## src/rtl/uart_tx_queue.sv

```systemverilog
// Byte FIFO feeding the memory-mapped UART write port through a 3-state drain engine.
// Optional feature macro UART_TXQ_CRLF_EN: emit 8'h0D ahead of every queued 8'h0A.
module uart_tx_queue #(
  parameter int DEPTH  = 16,
  parameter int ADDR_W = 4
) (
  input  logic              clk,
  input  logic              reset,
  input  logic              wr_en,
  input  logic [7:0]        wr_data,
  output logic              full,
  output logic              empty,
  output logic [ADDR_W:0]   level,
  output logic              overflow,
  input  logic              clr_ovf,
  output logic              uart_we,
  output logic [7:0]        uart_wdata,
  input  logic              uart_ready
);

  localparam logic [ADDR_W:0] LP_FULL = (ADDR_W+1)'(DEPTH);

  typedef enum logic [1:0] {
    S_IDLE   = 2'd0,
    S_ISSUE  = 2'd1,
    S_SETTLE = 2'd2
  } state_t;

  logic [7:0]        r_mem [DEPTH];
  logic [ADDR_W-1:0] r_wr_ptr;
  logic [ADDR_W-1:0] r_rd_ptr;
  logic [ADDR_W:0]   r_level;
  logic              r_overflow;
  logic              r_uart_we;
  logic [7:0]        r_uart_wdata;
  state_t            r_state;
  state_t            w_state_next;

  logic              w_full;
  logic              w_empty;
  logic              w_push;
  logic              w_drop;
  logic              w_latch;
  logic              w_pop;
  logic              w_insert_cr;
  logic [7:0]        w_head;
  logic [7:0]        w_latch_data;

  assign w_full     = (r_level == LP_FULL);
  assign w_empty    = (r_level == '0);
  assign w_head     = r_mem[r_rd_ptr];
  // Full is judged on the pre-edge level, so a same-cycle pop never rescues a push.
  assign w_push     = wr_en && !w_full;
  assign w_drop     = wr_en && w_full;

  assign full       = w_full;
  assign empty      = w_empty;
  assign level      = r_level;
  assign overflow   = r_overflow;
  assign uart_we    = r_uart_we;
  assign uart_wdata = r_uart_wdata;

  always_ff @(posedge clk) begin
    if (w_push) begin
      r_mem[r_wr_ptr] <= wr_data;
    end
  end

  always_ff @(posedge clk) begin
    if (reset) begin
      r_wr_ptr   <= '0;
      r_rd_ptr   <= '0;
      r_level    <= '0;
      r_overflow <= 1'b0;
    end else begin
      if (w_push) begin
        r_wr_ptr <= r_wr_ptr + ADDR_W'(1);
      end
      if (w_pop) begin
        r_rd_ptr <= r_rd_ptr + ADDR_W'(1);
      end
      case ({w_push, w_pop})
        2'b10:   r_level <= r_level + (ADDR_W+1)'(1);
        2'b01:   r_level <= r_level - (ADDR_W+1)'(1);
        default: r_level <= r_level;
      endcase
      if (w_drop) begin
        r_overflow <= 1'b1;
      end else if (clr_ovf) begin
        r_overflow <= 1'b0;
      end
    end
  end

`ifdef UART_TXQ_CRLF_EN
  logic r_cr_done;

  assign w_insert_cr = (w_head == 8'h0A) && !r_cr_done;

  always_ff @(posedge clk) begin
    if (reset) begin
      r_cr_done <= 1'b0;
    end else if (w_latch) begin
      r_cr_done <= w_insert_cr;
    end
  end
`else
  assign w_insert_cr = 1'b0;
`endif

  always_ff @(posedge clk) begin
    if (reset) begin
      r_state <= S_IDLE;
    end else begin
      r_state <= w_state_next;
    end
  end

  // SETTLE deliberately ignores uart_ready: the UART lags one cycle after a write.
  always_comb begin
    w_state_next = r_state;
    case (r_state)
      S_IDLE:   if (!w_empty && uart_ready) w_state_next = S_ISSUE;
      S_ISSUE:  w_state_next = S_SETTLE;
      S_SETTLE: w_state_next = S_IDLE;
      default:  w_state_next = S_IDLE;
    endcase
  end

  always_comb begin
    w_latch      = 1'b0;
    w_pop        = 1'b0;
    w_latch_data = w_head;
    if (r_state == S_IDLE && !w_empty && uart_ready) begin
      w_latch      = 1'b1;
      w_pop        = !w_insert_cr;
      w_latch_data = w_insert_cr ? 8'h0D : w_head;
    end
  end

  always_ff @(posedge clk) begin
    if (reset) begin
      r_uart_we    <= 1'b0;
      r_uart_wdata <= 8'h00;
    end else begin
      r_uart_we <= (w_state_next == S_ISSUE);
      if (w_latch) begin
        r_uart_wdata <= w_latch_data;
      end
    end
  end

endmodule
```

## config.mk

```make
export PLATFORM = sky130hd
export DESIGN_NAME = uart_tx_queue
export DESIGN_NICKNAME = d
export VERILOG_FILES = /design/src/rtl/uart_tx_queue.sv
export SDC_FILE = /design/constraint.sdc
export NUM_CORES = 1
export LEC_CHECK = 0
export ABC_CLOCK_PERIOD_IN_PS = 3300
export CAP_MARGIN = 20
export CORE_MARGIN = 4
export CORE_UTILIZATION = 59
export DETAILED_ROUTE_END_ITERATION = 10
export PLACE_DENSITY = 0.78
export SLEW_MARGIN = 20
export SYNTH_ARGS = -nofsm -noshare
export SYNTH_HDL_FRONTEND = slang
export SYNTH_SLANG_ARGS = --single-unit
```

## constraint.sdc

```tcl
create_clock -name clk -period 3.3 [get_ports clk]
set_input_delay 0.495 -clock clk [delete_from_list [all_inputs] [get_ports clk]]
set_output_delay 0.495 -clock clk [all_outputs]
set_load 0.05 [all_outputs]
```

==> flow_summary.toml <==
[synthesis]
synth_most_common_cell = "edfxtp_1"
synth_top_area_frac = 0.630
synthCells = 377
ys.flop_type = "edfxtp_1"
yosysSeqAreaShare = 0.712
synth_compound_area_frac = 0.0601
synth_edf_count = 128
syn_area_per_cell_um2 = 16.2
synth-simple-area-share = 0.0537
syn_nets = 400
async_reset_ff_frac = 0
ys_warn_count = 0
synthXorXnorAreaFrac = 0.0129
synth_cell_types = 42
syn_area_um2 = 6100
ys_seq_elements = 153
synth-adder-area-share = 0.0217
synth_common_cells = "128 x edfxtp_1, 48 x mux2i_1, 40 x nor2_1, 25 x dfxtp_1, 22 x o22ai_1"
yosysTopAreaCell = "edfxtp_1"
synth_top_family_by_area = "multiplexers"
muxShareOfSynthArea = 0.118
synthTopCellsByArea = "edfxtp_1 63%, dfxtp_1 8.2%, mux2i_1 7.9%, mux4_2 3.7%, nor2_1 2.5%"

[clock_tree]
clkLatencyLatePin_ns = 0.53
cts_tree = "built"
path_clk_slew_ns = 0.06
cts_sinks = 153
clockBufferDepth = 2
cts_setup_buffers = 0
h-tree-depth = 4
cts_resized = 0
cts_root_buffer = "clkbuf_8"
ctsHoldBuffers = 0
numCtsBuffers = 17

[cells_and_area]
nets = 445
multi_input_area_um2 = 1620
area.growth.synth_to_final_pct = 17.6
seq_area_um2 = 4350
insertedDiodeCount = 0
design_area_um2 = 7180
fillers = 601
final_layout_size_suffix_gt1_frac = 0.149

[floorplanning]
num_rows = 36
dieArea_um2 = 12000
start_util = 0.616
core-area_um2 = 9910
dieWidth_um = 110
io_pins = 30
die_h_um = 110

[grt]
grt_pass1_wl_um = 18500
antenna_found_initial = 0
grt_max_degree = 37
grtUsageTotal = 0.218
grt.overflow.total = 0
grt_pass1_vias = 3210

[routing]
route.met2.wl_um = 5930
dr.max_layer_used = "met4"
remaining_drc_errors = 0
wl_met3_um = 935
vias_per_cell = 6.04
postRouteWirelength_um = 12100
m1WireLength_um = 4940
num_vias = 3428
route.antenna.remaining_nets = 0
drt_pass1_iterations = 5
wire_per_inst_um = 21.3
initialDrtViolationCount = 344

[placement]
dp_hpwl_um = 7720
gp_congestion = 0.857
placed_area_um2 = 6600
io_buffers = 29

[timing]
tightestPinTransition_ns = 0.968
maxSlewViolCount = 0
skew_ns = 0.00638
finalHoldViolCount = 0
setup_viol = 0
relSlewSlack = 0.353
period_minus_slack_ns = 3.07
rsz0062_at_grt = "no"
max_clock_freq_mhz = 325
period_share = 0.931
tns_ns = 0

[power]
vdd_drop_max_mv = 0.518
leakagePower_nw = 2.34
powerDensity_nw_per_um2 = 748

[setup_path]
crit_type = "reg -> out"
cp_max_fo = 6
required_ns = 2.80
crit_buf_inv = 1
start_kind = "register"
end_kind = "primary output"
cpPeakStageDelay_ns = 0.82
slowest_stage = "clkdlybuf4s50_1"
arrival_ns = 2.58
cp_top_family = "simple AND/OR/NAND/NOR gates"
cp_cell_sequence = "or4_1, nor2_1, clkdlybuf4s50_1"

[worst_hold_path]
hp-class = "reg -> reg"

[status]
outcome = "finished clean"

[flow_run]
max-cap-violations = 0
[kinds of logic after synthesis]
family | Yosys count
simple gates | 69
compound gates | 51
fa+ha+maj | 10
flops | 153
mux | 59
buf+inv | 26
xor+xnor | 9
[cells in the final DEF (no fill, tap or decap), types with 3 or more instances in the layout]
cell type,netlist,final
edfxtp_1,128,128
mux2i_1,48,48
nor2_1,40,40
clkdlybuf4s50_1,0,29
dfxtp_1,25,24
o22ai_1,22,22
buf_4,0,18
clkbuf_16,0,16
mux4_2,10,10
ha_1,9,9
nor2b_1,6,6
a211oi_1,6,6
xor2_1,6,6
a2111oi_0,5,5
nand2_1,4,4
nor3_1,4,4
a21oi_1,4,4
inv_6,0,4
nand3b_1,3,3
xnor2_1,3,3
o211ai_1,3,3
clkinvlp_4,0,3
[power by group]
group | total [mW] | internal, mW | leakage [nW] | switching [mW]
Clock | 1.87 | 1.09 | 0.277 | 0.778
Combinational | 1.17 | 0.453 | 0.700 | 0.721
Sequential | 2.32 | 2.21 | 1.36 | 0.114
Total | 5.37 | 3.75 | 2.34 | 1.61
[final timing paths]
check / from / to / slack [ns] / cells past startpoint
hold reg to reg: r_state[1]$_SDFF_PP0_ / r_state[1]$_SDFF_PP0_ / 0.43 / 1
setup / recovery: level[0]$_SDFFE_PP0P_ / full / 0.23 / 3
hold / removal: r_state[1]$_SDFF_PP0_ / r_state[1]$_SDFF_PP0_ / 0.43 / 1
setup reg to reg: level[0]$_SDFFE_PP0P_ / level[4]$_SDFFE_PP0P_ / 0.65 / 8
[layout make-up]
cell class | instances | share of cell area
clock inverter | 15 | 0.0232
timing repair buffer | 48 | 0.0621
tap | 133 | 0.0232
clock buffer | 17 | 0.0577
multi-input combinational | 198 | 0.226
sequential | 153 | 0.606
inverter | 4 | 0.00209
[layer usage]
layer | GRT usage | up-vias
li1 | - | 1556
met1 | 0.300 | 1692
met4 | 0.0793 | 0
met3 | 0.0575 | 26
met5 | 0 | -
met2 | 0.339 | 154
[metrics by stage]
| step | utilization | total power, mW | cells | setup slack, ns | hold slack, ns |
|---|---|---|---|---|---|
| after floorplan | - | 3.19 | 377 | 0.308 | 0.399 |
| after global placement | 0.666 | 3.51 | 536 | 0.225 | 0.408 |
| after CTS | 0.724 | 5.40 | 568 | 0.215 | 0.439 |
| after global routing | 0.724 | 5.60 | 568 | 0.113 | 0.460 |
| final | 0.724 | 5.37 | 568 | 0.227 | 0.430 |
| after detailed placement | 0.666 | 3.54 | 536 | 0.168 | 0.430 |
[flip-flops by register name (all words and copies together), names as in the netlist]
| register | flops |
|---|---|
| r_mem | 128 |
| uart_wdata | 8 |
| level | 5 |
| r_rd_ptr | 4 |
| r_wr_ptr | 4 |
| r_state | 2 |
| overflow | 1 |
| uart_we | 1 |
Note: power is estimated with default switching activity, not from simulation.
